**config.mk**
```make
export PLATFORM = sky130hd
export DESIGN_NAME = rsfq_gate_array
export DESIGN_NICKNAME = d
export VERILOG_FILES = /design/src/rtl/rsfq_gate_pkg.sv /design/src/rtl/rsfq_gate_chan.sv /design/src/rtl/rsfq_gate_array.sv
export SDC_FILE = /design/constraint.sdc
export NUM_CORES = 1
export LEC_CHECK = 0
export CAP_MARGIN = 20
export CORE_MARGIN = 2
export CORE_UTILIZATION = 56
export CTS_CLUSTER_DIAMETER = 120
export DETAILED_ROUTE_END_ITERATION = 7
export GPL_ROUTABILITY_DRIVEN = 0
export HOLD_SLACK_MARGIN = 0.1
export PLACE_DENSITY_LB_ADDON = 0.12
export SLEW_MARGIN = 0
export SYNTH_ARGS = -nofsm -noshare
export SYNTH_HDL_FRONTEND = slang
export SYNTH_SLANG_ARGS = --single-unit
```
**constraint.sdc**
```tcl
create_clock -name clk -period 3.4 [get_ports clk]
set_input_delay 0.85 -clock clk [delete_from_list [all_inputs] [get_ports clk]]
set_output_delay 0.85 -clock clk [all_outputs]
set_load 0.02 [all_outputs]
```
**src/rtl/rsfq_gate_pkg.sv**
```systemverilog
// rsfq_gate_pkg: shared types and helpers for the RSFQ gate array.
//   chan_state_e       - per-channel gate state
//   MODE_INV/MODE_DRO  - output polarity selection
//   cnt_w()            - bits needed to hold 0..max_val
//   win_len()          - combined hold+setup window length
package rsfq_gate_pkg;

    typedef enum logic [1:0] {
        ST_EMPTY = 2'd0,
        ST_ARMED = 2'd1,
        ST_SET   = 2'd2,
        ST_UNK   = 2'd3
    } chan_state_e;

    localparam int MODE_INV = 0;
    localparam int MODE_DRO = 1;

    // Bits needed to represent every value 0..max_val (at least one bit).
    function automatic int cnt_w(input int max_val);
        int w;
        w = 1;
        while ((1 << w) <= max_val) begin
            w++;
        end
        return w;
    endfunction

    function automatic int win_len(input int t_hold, input int t_setup);
        return t_hold + t_setup;
    endfunction

endpackage

```
**src/rtl/rsfq_gate_chan.sv**
```systemverilog
// rsfq_gate_chan: one clocked gate channel.
//   clk, rst_n   - system clock, asynchronous active-low reset
//   d_i          - data pulse for this channel
//   gclk_i       - shared gate-clock pulse
//   since_ok_i   - high when the cycles since the last gate clock,
//                  counting the current edge, reach the window length
//   out_o        - delayed output pulse
//   out_x_o      - high alongside out_o when the emitted value is unknown
//   viol_o       - one-cycle violation strobe
module rsfq_gate_chan
    import rsfq_gate_pkg::*;
#(
    parameter int MODE    = MODE_INV,
    parameter int WIN     = 3,
    parameter int DELAY   = 3,
    parameter int PULSE_W = 2
) (
    input  logic clk,
    input  logic rst_n,
    input  logic d_i,
    input  logic gclk_i,
    input  logic since_ok_i,
    output logic out_o,
    output logic out_x_o,
    output logic viol_o
);

    localparam int TMR_W = cnt_w(WIN);
    localparam int PW_W  = cnt_w(PULSE_W);

    chan_state_e      state_q, state_d;
    logic [TMR_W-1:0] tmr_q, tmr_d;
    logic             viol_q, viol_d;
    logic             expire;
    logic             samp_val, samp_x, samp_bit;

    // Delay pipeline: valid flag, emitted bit and unknown flag per stage.
    logic [DELAY-1:0] pv_q, pv_d;
    logic [DELAY-1:0] pbit_q, pbit_d;
    logic [DELAY-1:0] px_q, px_d;

    logic             out_bit_q, out_x_q;
    logic [PW_W-1:0]  wcnt_q;

    // Timer value 1 means the window closes on this edge.
    assign expire = (tmr_q == TMR_W'(1));

    // Value sampled by a gate clock from the pre-update state. Unknown
    // always emits 1 regardless of polarity.
    always_comb begin
        samp_x   = (state_q == ST_UNK);
        samp_val = (state_q == ST_SET) || samp_x;
        if (samp_x) begin
            samp_bit = 1'b1;
        end else if (MODE == MODE_DRO) begin
            samp_bit = samp_val;
        end else begin
            samp_bit = ~samp_val;
        end
    end

    // Next state: expiry beats the gate-clock clear; a data pulse is
    // applied last so it arms a freshly cleared channel.
    always_comb begin
        state_d = state_q;
        viol_d  = 1'b0;
        tmr_d   = (tmr_q != '0) ? tmr_q - TMR_W'(1) : tmr_q;
        if (expire) begin
            if (gclk_i || !since_ok_i) begin
                state_d = ST_UNK;
                viol_d  = 1'b1;
            end else begin
                state_d = ST_SET;
            end
        end else if (gclk_i) begin
            state_d = ST_EMPTY;
        end
        if (d_i) begin
            if (state_d == ST_EMPTY) begin
                state_d = ST_ARMED;
            end
            tmr_d = TMR_W'(WIN);
        end
    end

    assign pv_d[0]   = gclk_i;
    assign pbit_d[0] = samp_bit;
    assign px_d[0]   = samp_x;

    for (genvar gi = 1; gi < DELAY; gi++) begin : g_stage
        assign pv_d[gi]   = pv_q[gi-1];
        assign pbit_d[gi] = pbit_q[gi-1];
        assign px_d[gi]   = px_q[gi-1];
    end

    always_ff @(posedge clk or negedge rst_n) begin
        if (!rst_n) begin
            state_q   <= ST_EMPTY;
            tmr_q     <= '0;
            viol_q    <= 1'b0;
            pv_q      <= '0;
            pbit_q    <= '0;
            px_q      <= '0;
            out_bit_q <= 1'b0;
            out_x_q   <= 1'b0;
            wcnt_q    <= '0;
        end else begin
            state_q <= state_d;
            tmr_q   <= tmr_d;
            viol_q  <= viol_d;
            pv_q    <= pv_d;
            pbit_q  <= pbit_d;
            px_q    <= px_d;
            // A new pulse replaces the active one and restarts its width.
            if (pv_q[DELAY-1]) begin
                out_bit_q <= pbit_q[DELAY-1];
                out_x_q   <= px_q[DELAY-1];
                wcnt_q    <= PW_W'(PULSE_W);
            end else if (wcnt_q != '0) begin
                wcnt_q <= wcnt_q - PW_W'(1);
            end
        end
    end

    assign out_o   = out_bit_q & (wcnt_q != '0);
    assign out_x_o = out_x_q & (wcnt_q != '0);
    assign viol_o  = viol_q;

endmodule

```
**src/rtl/rsfq_gate_array.sv**
```systemverilog
// rsfq_gate_array: CHANNELS clocked RSFQ-style gates sharing one gate clock.
//   clk, rst_n  - system clock, asynchronous active-low reset
//   d_pulse     - per-channel data pulses
//   gclk_pulse  - shared gate-clock pulse
//   vcnt_clr    - synchronous clear of viol_cnt
//   out, out_x  - per-channel delayed output pulse and unknown flag
//   viol        - per-channel violation strobe
//   viol_cnt    - saturating total of violations
module rsfq_gate_array
    import rsfq_gate_pkg::*;
#(
    parameter int CHANNELS = 4,
    parameter int MODE     = MODE_INV,
    parameter int T_HOLD   = 1,
    parameter int T_SETUP  = 2,
    parameter int DELAY    = 3,
    parameter int PULSE_W  = 2,
    parameter int VCNT_W   = 16
) (
    input  logic                clk,
    input  logic                rst_n,
    input  logic [CHANNELS-1:0] d_pulse,
    input  logic                gclk_pulse,
    input  logic                vcnt_clr,
    output logic [CHANNELS-1:0] out,
    output logic [CHANNELS-1:0] out_x,
    output logic [CHANNELS-1:0] viol,
    output logic [VCNT_W-1:0]   viol_cnt
);

    localparam int WIN   = win_len(T_HOLD, T_SETUP);
    localparam int SC_W  = cnt_w(WIN);
    localparam int SUM_W = cnt_w(CHANNELS);

    logic [SC_W-1:0]   since_q, since_d;
    logic              since_ok;
    logic [SUM_W-1:0]  viol_sum;
    logic [VCNT_W:0]   cnt_sum;
    logic [VCNT_W-1:0] viol_cnt_q, viol_cnt_d;

    // since_q counts cycles completed after the last gate clock; the check
    // at an expiry edge also counts the cycle ending on that edge.
    assign since_ok = (since_q >= SC_W'(WIN - 1));

    always_comb begin
        since_d = since_q;
        if (gclk_pulse) begin
            since_d = '0;
        end else if (since_q != SC_W'(WIN)) begin
            since_d = since_q + SC_W'(1);
        end
    end

    for (genvar gi = 0; gi < CHANNELS; gi++) begin : g_chan
        rsfq_gate_chan #(
            .MODE    (MODE),
            .WIN     (WIN),
            .DELAY   (DELAY),
            .PULSE_W (PULSE_W)
        ) u_chan (
            .clk        (clk),
            .rst_n      (rst_n),
            .d_i        (d_pulse[gi]),
            .gclk_i     (gclk_pulse),
            .since_ok_i (since_ok),
            .out_o      (out[gi]),
            .out_x_o    (out_x[gi]),
            .viol_o     (viol[gi])
        );
    end

    // Counts the strobes visible during the cycle ending at this edge.
    always_comb begin
        viol_sum = '0;
        for (int i = 0; i < CHANNELS; i++) begin
            viol_sum = viol_sum + SUM_W'(viol[i]);
        end
    end

    assign cnt_sum = {1'b0, viol_cnt_q} + (VCNT_W+1)'(viol_sum);

    always_comb begin
        if (vcnt_clr) begin
            viol_cnt_d = '0;
        end else if (cnt_sum[VCNT_W]) begin
            viol_cnt_d = '1;
        end else begin
            viol_cnt_d = cnt_sum[VCNT_W-1:0];
        end
    end

    always_ff @(posedge clk or negedge rst_n) begin
        if (!rst_n) begin
            since_q    <= SC_W'(WIN);
            viol_cnt_q <= '0;
        end else begin
            since_q    <= since_d;
            viol_cnt_q <= viol_cnt_d;
        end
    end

    assign viol_cnt = viol_cnt_q;

endmodule

```
# --- Word level (Yosys, flattened, before mapping) ---
# Index checks and enable logic that the tools add are counted.
word_totals:
  mem_count: 0
  in_bits: 8
  latchBits: 0
  out_inout_bits: 28
  romBits: 0
  ram_bits: 0
  reg_bits: 90
op_classes:
  shift: 0
  n_div: 0
  eq_ne: 13
  reduce_logical: 27
  muxes: 46
  n_lt_le_gt_ge: 1
  multipliers: 0
  bitwise_logic: 12
  addsub: 13
ops:
  columns: ["op", "n"]
  rows:
  - ["$mux W2", 34]
  - ["$reduce_bool A2 Y1", 17]
  - ["$mux W16", 2]
  - ["$add A16 B3 Y17", 1]
  - ["$eq A2 B2 Y1 const B", 8]
  - ["$sub A2 B1 Y2 const B", 8]
  - ["$mux W1", 10]
  - ["$and A1 B1 Y1", 8]
  - ["$eq A2 B1 Y1 const B", 4]
  - ["$logic_not A2 Y1", 4]
  - ["$logic_or A1 B1 Y1", 5]
  - ["$not A1 Y1", 4]
  - ["$add A2 B1 Y3", 1]
  - ["$add A3 B1 Y3", 1]
  - ["$add A1 B1 Y2", 1]
  - ["$add A2 B1 Y2 const B", 1]
  - ["$ge A2 B2 Y1 const B", 1]
  - ["$ne A2 B2 Y1 const B", 1]
  - ["$logic_not A1 Y1", 1]

# --- Depth between registers and ports, before layout ---
# Gate-level depths: netlist of the first run.
logic_depth:
  word_depth: 8
  depth_mapped: 10

# --- By module ---
# From an unflattened synthesis of the first run, not the netlist that was laid out.
unflattened:
  cells_unflattened: 280
  area_unflattened_um2: 3658.5
by_module_without_submodules:
  columns: ["mod", "instances", "seq_area_each_um2", "cells_each", "area_each_um2"]
  rows:
  - ["rsfq_gate_chan", 4, 450.4, 46, 659.4]
  - ["rsfq_gate_array", 1, 452.9, 96, 1021.0]

# --- Worst setup path before layout of the first run ---
# No wires, ideal clock.
synth_timing:
  path_type: "register -> register"
  startpoint: "register viol_cnt_q[0], in the netlist viol_cnt[0]"
  endpoint: "register viol_cnt_q[13], in the netlist viol_cnt[13]"
  setup_ps: 81
  t_arrival_ps: 2781
  setup_slack_ps: 537
  path_stages_with_launch: 11
  n_path_buf: 2
  cell_sequence: "dfrtp_1 fa_1 inv_1 fa_1 inv_1 fa_1 nand3_1 or4_1 buf_2 buf_6 a31oi_2"
synth_via:
  elab_chain_cells: 3
synth_lines:
  columns: ["item", "line", "text"]
  rows:
  - ["from (decl)", "rsfq_gate_array.sv:39", "logic [VCNT_W-1:0] viol_cnt_q, viol_cnt_d;"]
  - ["from (signal assigned)", "rsfq_gate_array.sv:98", "viol_cnt_q <= viol_cnt_d;"]
  - ["$add A16 B3 Y17", "rsfq_gate_array.sv:80", "assign cnt_sum = {1'b0, viol_cnt_q} + (VCNT_W+1)'(viol_sum);"]
  - ["$mux W16", "rsfq_gate_array.sv:85", "end else if (cnt_sum[VCNT_W]) begin"]
  - ["$mux W16", "rsfq_gate_array.sv:83", "if (vcnt_clr) begin"]
  - ["via viol_cnt_d[13]", "rsfq_gate_array.sv:39", null]
# The timed path passes the listed nets, and every way through them passes these cells.
# A chain may end at the register's enable or synchronous reset.

# --- Final worst setup path of the first run ---
layout_timing:
  startpoint: "register viol_cnt_q[0], in the netlist viol_cnt[0]"
  endpoint: "register viol_cnt_q[0], in the netlist viol_cnt[0]"
# Same word-level chain as after synthesis.

==> results of run 1 <==
-- cells in the mapped netlist, types with 3 or more instances --
cell type / number / area, um2
nand2b_1: 8 / 50.05
and2_1: 9 / 56.30
buf_4: 12 / 90.09
o21ai_0: 5 / 25.02
nor2b_1: 9 / 56.30
a21oi_2: 9 / 78.83
xnor2_1: 5 / 43.79
or2_2: 3 / 18.77
inv_1: 28 / 105.1
nand3_1: 4 / 20.02
nor2_1: 12 / 45.04
a211o_1: 9 / 78.83
fa_1: 3 / 60.06
mux2_2: 8 / 90.09
nand4_1: 3 / 18.77
nor3_1: 3 / 15.01
nor3b_1: 5 / 37.54
xor2_1: 14 / 122.6
a21oi_1: 8 / 40.04
clkbuf_1: 3 / 11.26
dfrtp_1: 79 / 1977
mux2i_1: 3 / 30.03
ha_1: 15 / 187.7
-- final cells by class --
| cell class | instances | area share |
|---|---|---|
| sequential | 81 | 0.5031 |
| multi-input combinational | 154 | 0.3009 |
| timing repair buffer | 39 | 0.09864 |
| clock buffer | 9 | 0.03071 |
| inverter | 28 | 0.02605 |
| tap | 75 | 0.02326 |
| clock inverter | 7 | 0.01737 |
-- flip-flops by register name, indices dropped and copies added, names as in the netlist --
register	flops
g_chan.u_chan.pbit_q	12
g_chan.u_chan.px_q	12
g_chan.u_chan.pv_q	3
g_chan.u_chan.out_x_q	4
g_chan.u_chan.out_bit_q	4
g_chan.u_chan.wcnt_q	8
g_chan.u_chan.tmr_q	8
g_chan.u_chan.state_q	8
since_q	2
g_chan.u_chan.viol_o	4
viol_cnt	16
-- final timing paths --
kind	end
worst max-delay path	viol_cnt[0]
worst min-delay path	g_chan[0].u_chan.pbit_q[1]
worst max register to register	viol_cnt[0]
worst min register to register	g_chan[0].u_chan.pbit_q[1]
max in group asynchronous	since_q[1]
min in group asynchronous	viol_cnt[13]
-- metrics by stage --
| stage | worst slack [ns] | util | total power [W] |
|---|---|---|---|
| CTS | 0.5833 | 0.6727 | 0.002753 |
| global placement | 0.6995 | 0.6401 | 0.002022 |
| finish | 0.5962 | 0.6773 | 0.002715 |
| global route | 0.3315 | 0.6773 | 0.002932 |
| floorplan | 0.5374 | - | 0.001871 |
| detailed placement | 0.6036 | 0.6401 | 0.002065 |
-- power by group through the flow --
stage,sequential [W],combinational [W],clock (W)
floorplan,0.00132,0.000553,0
detailed placement,0.00135,0.000719,0
global placement,0.00133,0.000694,0
finish,0.00132,0.000716,0.000678
CTS,0.00133,0.000727,0.000700
global route,0.00136,0.000822,0.000755
-- kinds of logic (layout without fill, tap and decap cells) --
family / after synthesis / in the layout / share of synthesized area
flip-flops: 81 / 81 / 0.5849
multiplexers: 11 / 11 / 0.03462
buffers and inverters: 46 / 83 / 0.06527
adder cells (fa/ha/maj): 18 / 18 / 0.07140
AO/OA/AOI/OAI: 39 / 39 / 0.08258
XOR/XNOR: 19 / 19 / 0.04796
AND/OR/NAND/NOR: 67 / 67 / 0.1132
-- critical path, cell delays in order (launching register included) --
cell	delay (ns)
dfrtp_1	0.41
fa_1	0.53
inv_1	0.05
fa_1	0.37
inv_1	0.08
fa_1	0.24
nand3_1	0.11
or4_1	0.55
buf_4	0.20
a21oi_1	0.17
-- layer usage --
| metal | global-route usage | routed length [um] | vias up |
|---|---|---|---|
| li1 | - | - | 989 |
| met4 | 0.05902 | 47 | 0 |
| met5 | 0 | 0 | - |
| met1 | 0.2462 | 2495 | 1003 |
| met2 | 0.2823 | 2595 | 28 |
| met3 | 0.06957 | 211 | 5 |
==> impl_metrics.env, run 1 <==
export IMPL_cp_max_fo=8
export IMPL_slew_viol_final=0
export IMPL_timing_rr_start="viol_cnt[0]"
export IMPL_fmax_mhz=356.7
export IMPL_cts_sinks=81
export IMPL_worst_slew_pin_slew_ns=0.8482
export IMPL_critPathKind="reg2reg"
export IMPL_p_leak_nw=1.846
export IMPL_die_height_um=82.71
export IMPL_drc=0
export IMPL_yosysWarnings=0
export IMPL_antenna_found_initial=0
export IMPL_status="completed"
export IMPL_cts_hold_fix_buffers=0
export IMPL_dp_cells=376
export IMPL_power_per_cell_area_nw_per_um2=673.2
export IMPL_rsz0062_at_grt="false"
export IMPL_min_path_cells=0
export IMPL_mostFrequentLayoutCells="79 x dfrtp_1, 34 x clkdlybuf4s50_1, 28 x inv_1"
export IMPL_cts_resized=0
export IMPL_fin_cells=393
export IMPL_port_buffers=35
export IMPL_hp_class="reg2reg"
export IMPL_clk_pin_slew_worst_paths_ns=0.08
export IMPL_core_um2=5956
export IMPL_synthArstFlopShare=1.000
export IMPL_overflow=0
export IMPL_r2r_cells=9
export IMPL_vias=2025
export IMPL_final_common_cell="dfrtp_1"
export IMPL_regArea_um2=2029
export IMPL_setup_viol_count_final=0
export IMPL_fillers=459
export IMPL_post_cts_setup_buffers=0
export IMPL_ir_worst_vdd_v=0.0004310
export IMPL_hold_worst_slack_ns=0.3500
export IMPL_synth_ff_type="dfrtp_1"
export IMPL_internal_power_w=0.001898
export IMPL_diodes=0
export IMPL_synthCells=281
export IMPL_fin_setup_tns_ns=0
export IMPL_root_buffer="clkbuf_8"
export IMPL_h_tree_depth=3
export IMPL_finClkSkew_ns=0.006345
export IMPL_area_delta_synth_final_pct=16.26
export IMPL_cap_violations=0
export IMPL_dieWidth_um=82.71
export IMPL_drt_pre_antenna_iters=4
export IMPL_wl_per_cell_um=13.62
export IMPL_comb_power_share=0.264
export IMPL_postPlaceCellArea_um2=3812
export IMPL_cts_inserted_buffers=9
export IMPL_initial_core_util=0.5826
export IMPL_seqPwrFrac=0.487
export IMPL_crit_start="viol_cnt[0]"
export IMPL_synth_edff_count=0
export IMPL_slew_limit_headroom=0.4328
export IMPL_hold_start="g_chan[0].u_chan.pbit_q[0]"
export IMPL_crit_required_ns=3.64
export IMPL_stdcell_area_um2=4034
export IMPL_min_period_ns=2.804
export IMPL_track_usage=0.1847
export IMPL_wl_mm=5.351
export IMPL_clockBufferDepth=2
export IMPL_first_global_vias=1969
export IMPL_drive_above_1_share=0.1509
export IMPL_switching_share=0.3011
export IMPL_drt_initial_drc_count=165
export IMPL_ys_seq_elements=81
export IMPL_worstSetupStartpointType="flip-flop"
export IMPL_clk_latency_ns=0.34
export IMPL_arrival_ns=3.05
export IMPL_finalHoldViolations=0
export IMPL_power_net_switching_w=0.0008176
export IMPL_seq_area_frac_synth=0.5849
export IMPL_period_share=0.8246
export IMPL_die_area_um2=6841
export IMPL_grt_pass1_wl_mm=9.218
export IMPL_multi_input_area_um2=1214
export IMPL_grt_max_degree=82
export IMPL_ant_nets=0
export IMPL_p_clk_frac=0.250
export IMPL_r2r_slack_ns=0.60
export IMPL_end_kind="flip-flop"
export IMPL_syn_area_per_cell_um2=12.35
export IMPL_design_final_nets=339
export IMPL_synth_cell_type_count=41
export IMPL_syn_area_um2=3470
export IMPL_cts_tree="built"
export IMPL_viasPerCell=5.153
export IMPL_io_pins=36
export IMPL_synth_nets=307
export IMPL_dp_hpwl_mm=3.713
export IMPL_std_cell_rows=28
Note: power is estimated with default switching activity, not from simulation.
==> inputs of run 2 (changes only) <==
--- a/config.mk
+++ b/config.mk
@@ -7,7 +7,7 @@
 export LEC_CHECK = 0
 export CAP_MARGIN = 20
 export CORE_MARGIN = 2
-export CORE_UTILIZATION = 56
+export CORE_UTILIZATION = 51
 export CTS_CLUSTER_DIAMETER = 120
 export DETAILED_ROUTE_END_ITERATION = 7
 export GPL_ROUTABILITY_DRIVEN = 0
==> constraint.sdc (replaced) <==
create_clock -name clk -period 2.5 [get_ports clk]
set_input_delay 0.625 -clock clk [delete_from_list [all_inputs] [get_ports clk]]
set_output_delay 0.625 -clock clk [all_outputs]
set_load 0.02 [all_outputs]
==> run 2 against run 1 <==
  * The run now ends with setup timing left
  * Utilization fell by 3.9 points
  * Maximum frequency grew 8.5%
  * Sequential share of layout area down 2.7 points
  * Critical endpoint is now viol_cnt[9]
  * Flip-flop and latch count unchanged
  * Final cell count is 4.3% higher
  * First-iteration DRC count down 25%
  * Total power increased by 45%
  * Largest cell class unchanged
  * Critical path depth unchanged
  * Non-clock buffer count increased by 13
  * Combinational power up 42%
  * Register-to-register slack worse by 0.68 ns
==> impl_metrics.env, run 2 (same netlist as run 1, synthesis figures left out) <==
export IMPL_antenna_found_initial=0
export IMPL_dp_hpwl_mm=3.746
export IMPL_std_cell_rows=30
export IMPL_status="complete, but fails checks"
export IMPL_final_common_cell="dfrtp_1"
export IMPL_viasPerCell=5.054
export IMPL_root_buffer="clkbuf_8"
export IMPL_slew_viol_final=0
export IMPL_drive_above_1_share=0.2212
export IMPL_finClkSkew_ns=0.01052
export IMPL_grt_pass1_wl_mm=9.473
export IMPL_area_delta_synth_final_pct=22.90
export IMPL_track_usage=0.1649
export IMPL_first_global_vias=2047
export IMPL_period_share=1.034
export IMPL_die_height_um=86.48
export IMPL_finalHoldViolations=0
export IMPL_dieWidth_um=86.48
export IMPL_crit_required_ns=2.77
export IMPL_die_area_um2=7479
export IMPL_fmax_mhz=386.8
export IMPL_initial_core_util=0.5193
export IMPL_wl_per_cell_um=13.55
export IMPL_clk_pin_slew_worst_paths_ns=0.08
export IMPL_arrival_ns=2.85
export IMPL_setup_viol_count_final=14
export IMPL_end_kind="flip-flop"
export IMPL_cts_tree="built"
export IMPL_fin_ws_ns=-0.08528
export IMPL_power_per_cell_area_nw_per_um2=926.1
export IMPL_worst_slew_pin_slew_ns=0.5527
export IMPL_ir_worst_vdd_v=0.0005402
export IMPL_largest_reg_flops=16
export IMPL_rsz0062_at_grt="true"
export IMPL_min_period_ns=2.585
export IMPL_clk_latency_ns=0.34
export IMPL_mostFrequentLayoutCells="78 x dfrtp_1, 34 x clkdlybuf4s50_1, 26 x inv_1"
export IMPL_drc=0
export IMPL_wl_mm=5.556
export IMPL_clockBufferDepth=2
export IMPL_io_pins=36
export IMPL_fin_util=0.6382
export IMPL_violations="setup timing"
export IMPL_grt_max_degree=45
export IMPL_cts_hold_fix_buffers=0
export IMPL_design_final_nets=352
export IMPL_overflow=0
export IMPL_drt_initial_drc_count=123
export IMPL_ant_nets=0
export IMPL_critPathKind="reg2reg"
export IMPL_drt_pre_antenna_iters=4
export IMPL_p_leak_nw=1.933
export IMPL_core_um2=6681
export IMPL_cts_sinks=81
export IMPL_post_place_ws_ns=-0.1961
export IMPL_vias=2072
export IMPL_p_total_w=0.003949
export IMPL_h_tree_depth=3
export IMPL_port_buffers=35
export IMPL_slew_limit_headroom=0.6316
export IMPL_cts_inserted_buffers=9
export IMPL_cp_max_fo=6
export IMPL_cap_violations=0
export IMPL_diodes=0
export IMPL_worstSetupStartpointType="flip-flop"
export IMPL_hp_class="in2async"
[run 2: metal layers]
layer | wire length, um | global-route usage
met2 | 2607 | 0.2448
met5 | 0 | 0
met4 | 129 | 0.07955
met1 | 2656 | 0.2318
met3 | 163 | 0.03619
[run 2: path summary, 6_finish.rpt]
path / from / cells past startpoint / to / slack (ns)
max: g_chan[2].u_chan.viol_o / 9 / viol_cnt[9] / -0.09
min: rst_n / 1 / g_chan[3].u_chan.wcnt_q[0] / 0.24
max reg2reg: g_chan[2].u_chan.viol_o / 9 / viol_cnt[9] / -0.09
min reg2reg: g_chan[3].u_chan.pbit_q[0] / 0 / g_chan[3].u_chan.pbit_q[1] / 0.35
max in group asynchronous: rst_n / 2 / viol_cnt[7] / 1.66
min in group clk: g_chan[3].u_chan.pbit_q[0] / 0 / g_chan[3].u_chan.pbit_q[1] / 0.35
[run 2: layout make-up]
cell class              count  area (um2)
fillers                   522        2417
repair buffers             52       499.2
multi-input cells         154        1287
clock buffers              10       137.6
inverters                  28       105.1
flip-flops and latches     81        2031
well taps                  80       100.1
clock inverters             5       103.9
[run 2: per-stage QoR]
step	instances	setup TNS, ns	area (um2)	hold WS, ns
detailed placement	392	-2.020	3933	0.3347
finish	410	-0.6953	4264	0.2415
CTS	408	-0.1820	4204	0.2500
global route	410	-1.759	4264	0.2713
floorplan	281	-1.683	3488	0.3294
global placement	392	-0.9921	3933	0.3314
[run 2: critical path, stage by stage, from the launching register on]
cell,delay [ns]
dfrtp_1,0.40
fa_1,0.56
inv_2,0.04
fa_2,0.35
inv_2,0.07
fa_2,0.22
nand3_4,0.10
or4_4,0.46
buf_6,0.17
a31oi_4,0.15
[run 2: report_power, final]
group	switching, W	total (W)	internal, W
registers	0.000163	0.00179	0.00163
clock network	0.000446	0.00113	0.000685
logic	0.000496	0.00102	0.000527
[run 2: what timing repair did]
| item | CTS | global route |
|---|---|---|
| pin swaps | 7 | 1 |
| gates resized for setup | 6 | 9 |
| buffers inserted | 1 | 2 |
| endpoints found under the setup margin | 15 | 16 |
